### config.mk
export PLATFORM = sky130hd
export DESIGN_NAME = alu_operand_stage
export DESIGN_NICKNAME = d
export VERILOG_FILES = /design/src/rtl/alu_operand_stage.sv
export SDC_FILE = /design/constraint.sdc
export NUM_CORES = 1
export LEC_CHECK = 0
export ABC_AREA = 1
export CAP_MARGIN = 20
export CORE_AREA = 2 2 141 143
export DETAILED_ROUTE_END_ITERATION = 12
export DIE_AREA = 0 0 143 145
export PLACE_DENSITY = 0.9
export SYNTH_ARGS = -nofsm -noshare
export SYNTH_HDL_FRONTEND = slang
export SYNTH_SLANG_ARGS = --single-unit
### constraint.sdc
create_clock -name clk -period 5.1 [get_ports clk]
set_input_delay 1.275 -clock clk [delete_from_list [all_inputs] [get_ports clk]]
set_output_delay 1.275 -clock clk [all_outputs]
set_load 0.005 [all_outputs]
### src/rtl/alu_operand_stage.sv
`default_nettype none
// +----------------------------------------------------------------------------+
// | alu_operand_stage: forwarding-aware ALU operand select with load-use stall |
// | and a registered valid/ready output stage.          Rev 1.0               |
// +----------------------------------------------------------------------------+
module alu_operand_stage #(
  parameter int XLEN      = 32,
  parameter int NUM_FWD   = 3,
  parameter int REG_IDX_W = 5
) (
  input  logic                         clk,
  input  logic                         rst_n,
  input  logic                         flush_i,
  input  logic                         in_valid_i,
  output logic                         in_ready_o,
  input  logic [2:0]                   alu_src_sel_i,
  input  logic [REG_IDX_W-1:0]         rs1_idx_i,
  input  logic [REG_IDX_W-1:0]         rs2_idx_i,
  input  logic [XLEN-1:0]              reg1_rd_data_i,
  input  logic [XLEN-1:0]              reg2_rd_data_i,
  input  logic [XLEN-1:0]              csr_rd_data_i,
  input  logic [XLEN-1:0]              imm_i,
  input  logic [XLEN-1:0]              curr_pc_i,
  input  logic [NUM_FWD-1:0]           fwd_valid_i,
  input  logic [NUM_FWD-1:0]           fwd_pending_i,
  input  logic [NUM_FWD*REG_IDX_W-1:0] fwd_rd_idx_i,
  input  logic [NUM_FWD*XLEN-1:0]      fwd_data_i,
  output logic                         out_valid_o,
  input  logic                         out_ready_i,
  output logic [XLEN-1:0]              alu_src1_o,
  output logic [XLEN-1:0]              alu_src2_o,
  output logic                         hazard_o
);

  localparam logic [2:0] c_sel_reg       = 3'd0;
  localparam logic [2:0] c_sel_imm       = 3'd1;
  localparam logic [2:0] c_sel_four_pc   = 3'd2;
  localparam logic [2:0] c_sel_imm_pc    = 3'd3;
  localparam logic [2:0] c_sel_csr_reg   = 3'd4;
  localparam logic [2:0] c_sel_csrin_reg = 3'd5;
  localparam logic [2:0] c_sel_csr_imm   = 3'd6;
  localparam logic [XLEN-1:0] c_four     = XLEN'(4);

  logic [REG_IDX_W-1:0] w_fwd_rd   [NUM_FWD];
  logic [XLEN-1:0]      w_fwd_data [NUM_FWD];

  for (genvar k = 0; k < NUM_FWD; k++) begin : g_fwd_unpack
    assign w_fwd_rd[k]   = fwd_rd_idx_i[k*REG_IDX_W +: REG_IDX_W];
    assign w_fwd_data[k] = fwd_data_i[k*XLEN +: XLEN];
  end

  logic [XLEN-1:0] w_op1, w_op2;
  logic            w_pend1, w_pend2;

  // Walk oldest to youngest so the youngest match is the last one to win.
  always_comb begin
    w_op1   = reg1_rd_data_i;
    w_op2   = reg2_rd_data_i;
    w_pend1 = 1'b0;
    w_pend2 = 1'b0;
    for (int k = NUM_FWD - 1; k >= 0; k--) begin
      if (fwd_valid_i[k] && (w_fwd_rd[k] == rs1_idx_i) && (rs1_idx_i != '0)) begin
        w_pend1 = fwd_pending_i[k];
        if (!fwd_pending_i[k]) w_op1 = w_fwd_data[k];
      end
      if (fwd_valid_i[k] && (w_fwd_rd[k] == rs2_idx_i) && (rs2_idx_i != '0)) begin
        w_pend2 = fwd_pending_i[k];
        if (!fwd_pending_i[k]) w_op2 = w_fwd_data[k];
      end
    end
  end

  logic w_rs1_used, w_rs2_used;
  assign w_rs1_used = (alu_src_sel_i == c_sel_reg)     || (alu_src_sel_i == c_sel_imm)  ||
                      (alu_src_sel_i == c_sel_csr_reg) || (alu_src_sel_i == c_sel_csrin_reg) ||
                      (alu_src_sel_i == 3'd7);
  assign w_rs2_used = (alu_src_sel_i == c_sel_reg) || (alu_src_sel_i == 3'd7);

  assign hazard_o = (w_rs1_used & w_pend1) | (w_rs2_used & w_pend2);

  logic [XLEN-1:0] w_src1, w_src2;

  always_comb begin
    w_src1 = w_op1;
    w_src2 = w_op2;
    case (alu_src_sel_i)
      c_sel_imm:       begin w_src1 = w_op1;         w_src2 = imm_i;         end
      c_sel_four_pc:   begin w_src1 = c_four;        w_src2 = curr_pc_i;     end
      c_sel_imm_pc:    begin w_src1 = curr_pc_i;     w_src2 = imm_i;         end
      c_sel_csr_reg:   begin w_src1 = w_op1;         w_src2 = csr_rd_data_i; end
      c_sel_csrin_reg: begin w_src1 = ~w_op1;        w_src2 = csr_rd_data_i; end
      c_sel_csr_imm:   begin w_src1 = csr_rd_data_i; w_src2 = imm_i;         end
      default:         begin w_src1 = w_op1;         w_src2 = w_op2;         end
    endcase
  end

  logic            r_valid;
  logic [XLEN-1:0] r_src1, r_src2;
  logic            w_capture;

  assign in_ready_o = (~r_valid | out_ready_i) & ~hazard_o & ~flush_i;
  assign w_capture  = in_valid_i & in_ready_o;

  always_ff @(posedge clk or negedge rst_n) begin
    if (!rst_n) begin
      r_valid <= 1'b0;
      r_src1  <= '0;
      r_src2  <= '0;
    end else if (flush_i) begin
      r_valid <= 1'b0;
    end else if (w_capture) begin
      r_valid <= 1'b1;
      r_src1  <= w_src1;
      r_src2  <= w_src2;
    end else if (out_ready_i) begin
      r_valid <= 1'b0;
    end
  end

  assign out_valid_o = r_valid;
  assign alu_src1_o  = r_src1;
  assign alu_src2_o  = r_src2;

endmodule
`default_nettype wire

==> Word level (Yosys, flattened, before mapping) <==
Cells that the tools add are included.
{ "totals": {"register_bits": 65, "output_inout_bits": 67, "wordCells": 74} }
{ "op_classes": {"n_eq_ne": 13, "n_mux": 23, "n_bitwise": 11, "n_reduce_logical": 24} }
{ "ops": {"columns": ["cell", "n"], "rows": [
  ["$mux W32", 12],
  ["$pmux W32 S4", 1],
  ["$pmux W32 S3", 1],
  ["$not A32 Y32", 1],
  ["$eq A5 B5 Y1", 6],
  ["$eq A3 B3 Y1 const B", 4],
  ["$logic_and A1 B1 Y1", 12],
  ["$reduce_bool A5 Y1", 2],
  ["$mux W1", 9],
  ["$eq A3 B2 Y1 const B", 2],
  ["$and A1 B1 Y1", 5],
  ["$logic_or A1 B1 Y1", 5],
  ["$eq A3 B1 Y1 const B", 1],
  ["$logic_not A3 Y1", 1],
  ["$not A1 Y1", 3],
  ["$reduce_bool A3 Y1", 1],
  ["$reduce_or A3 Y1", 1],
  ["$or A1 B1 Y1", 2],
  ["$reduce_and A2 Y1", 1],
  ["$reduce_or A2 Y1", 1]
]} }

==> Longest topological paths before layout <==
Gate-level depths: netlist (run 1).
{ "depth": {"word_depth": 14, "ltp_mapped": 18} }

==> Least setup slack after synthesis (run 1) <==
No wires, ideal clock.
{ "synth_path": {"path_kind": "in2out", "startpoint": "input port rs2_idx_i[0]", "endpoint": "output port in_ready_o", "arrival_ns": 2.219, "slack_ns": 1.606, "path_stages": 10, "n_path_buf": 0, "path_cell_list": "inv_2 > a21oi_1 > nand2_1 > nor2_1 > nand3_2 > nand2_1 > nand2_1 > nand2_1 > nand2_1 > nor2_1"} }
{ "synth_between": {"elab_chain_cells": 11} }
{ "synth_rtl": {"columns": ["item", "line_no", "text"], "rows": [
  ["start: declaration", "18", "input logic [REG_IDX_W-1:0] rs2_idx_i,"],
  ["$eq A5 B5 Y1", "66", "if (fwd_valid_i[k] && (w_fwd_rd[k] == rs2_idx_i) && (rs2_idx_i != '0)) begin"],
  ["$logic_and A1 B1 Y1 (2 in a row)", "66", null],
  ["$mux W1 (2 in a row)", "66", null],
  ["$mux W1 (*)", "66", null],
  ["$and A1 B1 Y1 (*)", "79", "assign hazard_o = (w_rs1_used & w_pend1) | (w_rs2_used & w_pend2);"],
  ["$or A1 B1 Y1 (*)", "79", null],
  ["named net hazard_o", "32", "output logic hazard_o"],
  ["$not A1 Y1 (*)", "101", "assign in_ready_o = (~r_valid | out_ready_i) & ~hazard_o & ~flush_i;"],
  ["$and A1 B1 Y1 (*) (2 in a row)", "101", null],
  ["end: declaration", "15", "output logic in_ready_o,"]
]} }
Mark *: on every way through the listed nets, which the timed path passes. The rest lies on a longest branch.

==> Worst setup path in the final report (run 1) <==
{ "layout_path": {"startpoint": "input port fwd_rd_idx_i[9]", "endpoint": "output port in_ready_o"} }
{ "layout_between": {"elab_chain_cells": 10} }
{ "layout_rtl": {"columns": ["item", "line_no", "text"], "rows": [
  ["start: declaration", "26", "input logic [NUM_FWD*REG_IDX_W-1:0] fwd_rd_idx_i,"],
  ["$eq A5 B5 Y1 (on tied branches)", "62, 66", null],
  ["$logic_and A1 B1 Y1 (on tied branches) (2 in a row)", "62, 66", null],
  ["$mux W1 (on tied branches) (2 in a row)", "62, 66", null],
  ["$and A1 B1 Y1", "79", null],
  ["$or A1 B1 Y1 (*)", "79", null],
  ["$not A1 Y1 (*)", "101", null],
  ["$and A1 B1 Y1 (*) (2 in a row)", "101", null]
]} }
Every way passes the cells marked *; elsewhere a longest branch is shown, timed or not.

==> key figures, run 1 <==
Synth
  • Syn Inst Count: ~1500
  • Share of the yosys chip area belonging to registers: just over 20%
  • #FFs+latches synth: 65
  • Post-synth cell types: 35
  • YS warnings: 0
  • Syn Area/Cell: 5.31 um^2
  • Syn Nets: roughly 1800
  • Cell Area, Synth: slightly below 8000 um^2

Pwr
  • Sw frac: 33.2%
  • Register share of total power: a little over a quarter
  • Pleak: roughly 6.3 nW
  • VDD IR-drop max: around 170 uV
  • Power per cell area: 211 nW/um^2
  • Gate power share: 43.4%
  • Int Power: 1.70 mW
  • Clock power share: 29.3%
  • Switching power total: between 800 and 900 uW

Clock network
  • Root Buffer: clkbuf_16
  • Clock Path Buffers: 2
  • Clock latency on the worst-skew pair: 0.34 ns
  • CTS Buf Count: 9
  • Post-CTS Setup Bufs: 0
  • Clk slew on worst S/H paths: 0.06 ns
  • Post-CTS Hold Buffers: 0
  • Sink Count: 65
  • CTS tree: yes
  • # resized after CTS: 0
  • H-tree level count: 3

Global routing
  • Largest net degree at the start of global routing: between 60 and 70
  • Total GRT Usage: between 30 and 40%
  • Vias in the first global route: between 10000 and 15000
  • First-pass GRT wire length: 59100 um
  • Antenna violations before repair: 3
  • Overflow after GRT: 0

Worst setup path
  • Reg-to-reg slack, setup: roughly 3.4 ns
  • CP Class: in -> out
  • Critical Path RT: approximately 3.8 ns
  • Reg2Reg Launch Point: out_valid_o$_DFFE_PN0P_
  • CP max stage cell: clkdlybuf4s50_1
  • CP dominant cell by count: nand2_1
  • Largest stage delay, worst path: about 0.52 ns
  • Worst path cell trace: clkdlybuf4s50_1, inv_1, a21oi_1, nand2_1, nor2_2, nand3_2, nand2_1, nand2_1, nand2_1, nand2_1, nor2_1, clkdlybuf4s50_1
  • Worst setup SP type: input pin
  • CP arrival: 3.59 ns
  • Crit end category: output pin
  • Worst Setup SP: fwd_rd_idx_i[9]
  • Crit path max fanout: 7

Routing
  • Via Count: around 11000
  • Average wire per standard cell: about 19 um
  • Vias per cell: ~5.5
  • Detail Route Antenna Nets: 0
  • Iter 0 DRT Violations: 1257
  • DRC: 0
  • Final wirelength: approximately 39000 um
  • Drt pass-1 iters: 6

Outcome
  • Outcome: complete, no violations

STA
  • Setup violators final: 0
  • Clk_skew: ~0.0036 ns
  • Final period util: between 90% and 100%
  • Unrepaired setup endpoints after global routing: no
  • Max Clk Rate: 206 MHz
  • Min cycle time layout: 4.86 ns
  • TNS Setup: 0 ns
  • Final Hold Viols: 0
  • Final Max Tran Viols: 0
  • Worst slew margin: 24.7%
  • Worst-Margin Slew: 1.13 ns

Run
  • Max Cap Viol: 0

Floorplanning
  • Die Height: between 100 and 150 um
  • Chip Width: between 100 and 150 um
  • Die area: between 20000 and 25000 um^2
  • # rows: slightly above 50
  • Core Footprint: ~19000 um^2
  • Top-Level Pins: between 300 and 400
  • Starting Density: between 40% and 50%

Placement
  • PortBufs: around 360
  • Placed instance area: approximately 12000 um^2
  • DP HPWL: slightly above 30000 um
  • Final Wtd Congestion: 1.06

Cells and area
  • Final instance area: approximately 12000 um^2
  • Area Growth Syn to Fin: 52.2%
  • Commonest non-fill, non-tap cell in the layout: nand2_1
  • Commonest non-fill, non-tap cells in the layout: nand2_1, clkdlybuf4s50_1, inv_1, a21oi_1, nand3_1
  • Layout Nets: between 2000 and 2500
  • Fill count: about 1800
  • Layout cells sized above 1: between 4 and 5%

Min path
  • Hold WC Path Type: reg -> reg
  • Hold path start: alu_src2_o[4]$_DFFE_PN0P_
power by group through the flow:
| stage | Sequential [mW] | Combinational (mW) | Clock [mW] |
|---|---|---|---|
| floorplan | 0.701 | 0.425 | 0 |
| global placement | 0.701 | 1.07 | 0 |
| detailed placement | 0.700 | 1.09 | 0 |
| finish | 0.699 | 1.11 | 0.747 |
| CTS | 0.697 | 1.09 | 0.750 |
| global route | 0.709 | 1.20 | 0.777 |
critical path, delay by kind of cell:
kind	cells	cell delay, ns
compound gates	1	0.18
buf+inv	3	1.10
simple gates	8	1.03
cell type report:
class,instances,area (um^2),share of cell area (%)
multi-input cells,1155,5230,43.3
repair buffers,390,3830,31.7
flip-flops and latches,65,1630,13.5
inverters,188,706,5.84
well taps,265,332,2.74
clock buffers,12,256,2.12
clock inverters,4,98.8,0.818
diodes,2,5.00,0.0414
layer usage:
layer / GRT usage (%) / vias up / routed length (um)
met1: 40.8 / 5208 / 13700
met5: 0 / - / 0
li1: - / 5339 / -
met4: 20.0 / 0 / 2450
met2: 65.7 / 720 / 19300
met3: 6.77 / 147 / 3530
registers in the layout, indices dropped and copies added, names as in the netlist:
signal	flops
out_valid_o	1
alu_src2_o	32
alu_src1_o	32
synthesized netlist by cell type, drive strengths merged:
master	count	area (um^2)
o21a	1	7.51
clkbuf	51	193
nor2	63	252
dfrtp	65	1630
nand4	11	83.8
a21oi	121	606
o22ai	4	25.0
xnor2	5	43.8
a22o	17	149
o21ai	50	250
nand3b	23	173
inv	186	698
buf	37	205
a221oi	24	210
a22oi	1	7.51
a21boi	2	15.0
a221o	1	10.0
nand3	124	636
clkinv	2	7.51
o211ai	5	37.5
nand2	678	2550
or2	22	138
nor3	3	20.0
path summary, 6_finish.rpt:
check                                              to  cells past startpoint
setup / recovery                           in_ready_o                     12
hold / removal              alu_src2_o[4]$_DFFE_PN0P_                      2
setup reg to reg           alu_src1_o[13]$_DFFE_PN0P_                      5
hold reg to reg             alu_src2_o[4]$_DFFE_PN0P_                      2
max in group asynchronous  alu_src2_o[31]$_DFFE_PN0P_                      2
min in group asynchronous  alu_src1_o[29]$_DFFE_PN0P_                      1
logic make-up after synthesis:
group,after synthesis,synth area share (%)
buffers and inverters,276,13.9
and+or+nand+nor,924,48.5
DFF,65,20.5
xor gates and xnor gates,5,0.552
AOI/OAI and AO/OA,226,16.6
through the flow:
| stage | util (%) | hold slack [ns] | cells | setup slack, ns | power [mW] |
|---|---|---|---|---|---|
| after floorplan | - | 0.472 | 1496 | 1.61 | 1.13 |
| after detailed placement | 60.9 | 0.464 | 2062 | 0.340 | 1.79 |
| after global placement | 60.9 | 0.462 | 2062 | 0.404 | 1.77 |
| after global routing | 62.9 | 0.496 | 2080 | 0.119 | 2.68 |
| after CTS | 62.8 | 0.479 | 2078 | 0.331 | 2.54 |
| final | 62.9 | 0.479 | 2081 | 0.237 | 2.55 |
No activity file was read; power rests on OpenSTA's default activity.
==> inputs of run 2 (changes only) <==
--- a/config.mk
+++ b/config.mk
@@ -9,6 +9,6 @@
 export CAP_MARGIN = 20
-export CORE_AREA = 2 2 141 143
+export CORE_AREA = 4 4 139 141
 export DETAILED_ROUTE_END_ITERATION = 12
 export DIE_AREA = 0 0 143 145
-export PLACE_DENSITY = 0.9
+export PLACE_DENSITY = 0.94
 export SYNTH_ARGS = -nofsm -noshare
==> constraint.sdc (replaced) <==
create_clock -name clk -period 5.1 [get_ports clk]
set_input_delay 1.02 -clock clk [delete_from_list [all_inputs] [get_ports clk]]
set_output_delay 1.02 -clock clk [all_outputs]
set_load 0.005 [all_outputs]
==> run 2 against run 1 <==
Net effect:
- clock power decreased by 8.2%
- worst setup slack better by 0.52 ns
- final cell count is 2.0% lower
- register-to-register slack worse by 0.48 ns
- die area is the same
- maximum frequency grew 12%
- design area shrank 1.0%
- global-route usage down 0.85 points
- sequential share of layout area is 0.14 points higher
- via count shrank 0.11%
- power shrank 2.9%
==> key figures, run 2 (synthesis gave the netlist of run 1 again) <==
Routing
  • Vias per cell: 5.59 (was 5.48)
  • Final wirelength: 38900 um (was 39000 um)
  • Average wire per standard cell: 19.1 um (was 18.7 um)
  • Iter 0 DRT Violations: 1184 (was 1257)
  • Via Count: 11400 (about the same)
  • Detail Route Antenna Nets: 0 (unchanged)
  • DRC: 0 (unchanged)
  • Drt pass-1 iters: 6 (unchanged)

Worst setup path
  • Buf/Inv on CP: 3 (unchanged)
  • Critical R2R Capture: alu_src2_o[3]$_DFFE_PN0P_ (was alu_src1_o[13]$_DFFE_PN0P_)
  • Crit path max-delay family: simple AND/OR/NAND/NOR gates (was buffers and inverters)
  • Reg2Reg Launch Point: out_valid_o$_DFFE_PN0P_ (unchanged)
  • FF-to-FF path depth: 5 (unchanged)
  • CP max stage cell: clkdlybuf4s50_1 (unchanged)
  • Crit path max fanout: 6 (was 7)
  • CP Class: in -> out (unchanged)
  • Largest stage delay, worst path: 0.50 ns (was 0.52 ns)
  • Critical Path Stages: 13 (was 12)
  • Crit end category: output pin (unchanged)
  • CP arrival: 3.32 ns (was 3.59 ns)
  • Worst path cell trace: clkdlybuf4s50_1, inv_2, nand2_1, nor2_2, nor2_2, nand2_1, nand2_1, nand2_1, nand2_1, nand2_1, nand2_1, nor2_1, clkdlybuf4s50_1 (was clkdlybuf4s50_1, inv_1, a21oi_1, nand2_1, nor2_2, nand3_2, nand2_1, nand2_1, nand2_1, nand2_1, nor2_1, clkdlybuf4s50_1)
  • Worst Setup SP: rs1_idx_i[1] (was fwd_rd_idx_i[9])
  • Reg-to-reg slack, setup: 2.94 ns (was 3.42 ns)
  • Worst Setup EP: in_ready_o (unchanged)
  • CP dominant cell by count: nand2_1 (unchanged)
  • Critical Path RT: 4.08 ns (was 3.83 ns)
  • Worst setup SP type: input pin (unchanged)

Floorplanning
  • Chip Width: 143 um (unchanged)
  • Die area: 20700 um^2 (unchanged)
  • Die Height: 145 um (unchanged)
  • Core Footprint: 18000 um^2 (was 19200 um^2)
  • Top-Level Pins: 362 (unchanged)
  • Starting Density: 44.2% (was 41.3%)
  • # rows: 49 (was 51)

Pwr
  • Clock power share: 27.7% (was 29.3%)
  • VDD IR-drop max: 190 uV (was 167 uV)
  • Pleak: 6.21 nW (was 6.27 nW)
  • Overall power: 2.48 mW (was 2.55 mW)
  • Sw frac: 34.0% (was 33.2%)
  • Register share of total power: 28.1% (was 27.4%)
  • Int Power: 1.64 mW (was 1.70 mW)
  • Switching power total: 843 uW (was 849 uW)
  • Power per cell area: 207 nW/um^2 (was 211 nW/um^2)
  • Gate power share: 44.2% (was 43.4%)

Clock network
  • Post-CTS Setup Bufs: 0 (unchanged)
  • Clock Path Buffers: 2 (unchanged)
  • Sink Count: 65 (unchanged)
  • Root Buffer: clkbuf_16 (unchanged)
  • Post-CTS Hold Buffers: 0 (unchanged)
  • Clk slew on worst S/H paths: 0.05 ns (was 0.06 ns)
  • CTS Buf Count: 9 (unchanged)
  • # resized after CTS: 0 (unchanged)
  • Clock latency on the worst-skew pair: 0.34 ns (about the same)
  • CTS tree: yes (unchanged)
  • H-tree level count: 3 (unchanged)

Cells and area
  • Commonest non-fill, non-tap cells in the layout: nand2_1, clkdlybuf4s50_1, inv_1, a21oi_1, nand3_1 (unchanged)
  • Commonest non-fill, non-tap cell in the layout: nand2_1 (unchanged)
  • Layout cells sized above 1: 4.70% (was 4.96%)
  • Area Growth Syn to Fin: 50.6% (was 52.2%)
  • Fill count: 1642 (was 1806)
  • Layout Nets: 2098 (was 2104)

STA
  • Worst slew margin: 30.2% (was 24.7%)
  • Max Clk Rate: 230 MHz (was 206 MHz)
  • Clk_skew: 0.00606 ns (was 0.00363 ns)
  • Worst-Margin Slew: 1.05 ns (was 1.13 ns)
  • Unrepaired setup endpoints after global routing: no (unchanged)
  • Setup violators final: 0 (unchanged)
  • Final period util: 85.1% (was 95.4%)
  • Min cycle time layout: 4.34 ns (was 4.86 ns)
  • TNS Setup: 0 ns (unchanged)
  • Final Max Tran Viols: 0 (unchanged)
  • Final Hold Viols: 0 (unchanged)

Global routing
  • Overflow after GRT: 0 (unchanged)
  • Vias in the first global route: 11100 (was 11000)
  • Total GRT Usage: 36.0% (was 36.9%)
  • First-pass GRT wire length: 59000 um (was 59100 um)
  • Antenna violations before repair: 6 (was 3)
  • Largest net degree at the start of global routing: 68 (unchanged)

Placement
  • Final Wtd Congestion: 1.10 (was 1.06)
  • DP HPWL: 30500 um (was 30300 um)
  • PortBufs: 361 (unchanged)

Outcome
  • Outcome: complete, no violations (unchanged)

Run
  • Max Cap Viol: 0 (unchanged)

Min path
  • Hold path start: alu_src1_o[22]$_DFFE_PN0P_ (was alu_src2_o[4]$_DFFE_PN0P_)
  • Hold WC Path Type: reg -> reg (unchanged)
-- run 2: power by group through the flow --
stage / Combinational, mW / Sequential [mW] / Clock, mW
after global routing: 1.19 / 0.709 / 0.716
final: 1.10 / 0.697 / 0.686
after CTS: 1.09 / 0.695 / 0.692
after detailed placement: 1.08 / 0.699 / 0
after global placement: 1.07 / 0.700 / 0
after floorplan: 0.425 / 0.701 / 0
-- run 2: worst min-delay path by stage --
stage,to,slack [ns],cells after the start
2_1_floorplan,alu_src1_o[16]$_DFFE_PN0P_,0.47,2
3_3_place_gp,alu_src2_o[26]$_DFFE_PN0P_,0.46,2
3_5_place_dp,alu_src2_o[12]$_DFFE_PN0P_,0.46,2
4_1_cts,alu_src2_o[26]$_DFFE_PN0P_,0.48,2
5_1_grt,alu_src2_o[3]$_DFFE_PN0P_,0.49,2
6_report,alu_src1_o[22]$_DFFE_PN0P_,0.48,2
-- run 2: final cells by class --
cell class | count | area (um^2) | share of cell area (%)
antenna | 3 | 7.51 | 0.0628
multi-input combinational | 1155 | 5230 | 43.7
sequential | 65 | 1630 | 13.6
clock inverter | 6 | 91.3 | 0.764
timing repair buffer | 384 | 3780 | 31.6
clock buffer | 10 | 239 | 2.00
inverter | 188 | 706 | 5.90
tap | 229 | 287 | 2.40
-- run 2: per-stage QoR --
| step | instance area (um^2) | instances | hold WS (ns) | utilization, % | setup slack (ns) |
|---|---|---|---|---|---|
| after floorplan | 7940 | 1496 | 0.472 | - | 2.12 |
| after global placement | 11600 | 2021 | 0.463 | 64.7 | 0.916 |
| after detailed placement | 11600 | 2021 | 0.464 | 64.7 | 0.823 |
| after CTS | 12000 | 2037 | 0.481 | 66.5 | 0.818 |
| after global routing | 12000 | 2040 | 0.490 | 66.6 | 0.649 |
| final | 12000 | 2040 | 0.480 | 66.6 | 0.758 |
-- run 2: per-layer routing --
layer / global-route usage [%] / vias up / routed length, um / part of all wire [%]
met5: 0 / - / 41 / 0.11
met4: 23.3 / 6 / 2850 / 7.3
met3: 7.54 / 172 / 3870 / 9.9
met2: 61.2 / 755 / 18700 / 48
met1: 40.3 / 5138 / 13500 / 35
li1: - / 5331 / - / -
-- run 2: worst register-to-register path: cells and delay by family (launching register included) --
family	cells	cell delay (ns)
buffers and inverters	1	0.77
and+or+nand+nor	3	0.57
DFF	1	0.40
AOI/OAI and AO/OA	1	0.36
==> inputs of run 3 (changes only) <==
SETUP_SLACK_MARGIN = 0.5   (was not set)
==> results of run 3 <==
Final layout, timing and power as in run 2 (identical DEF).
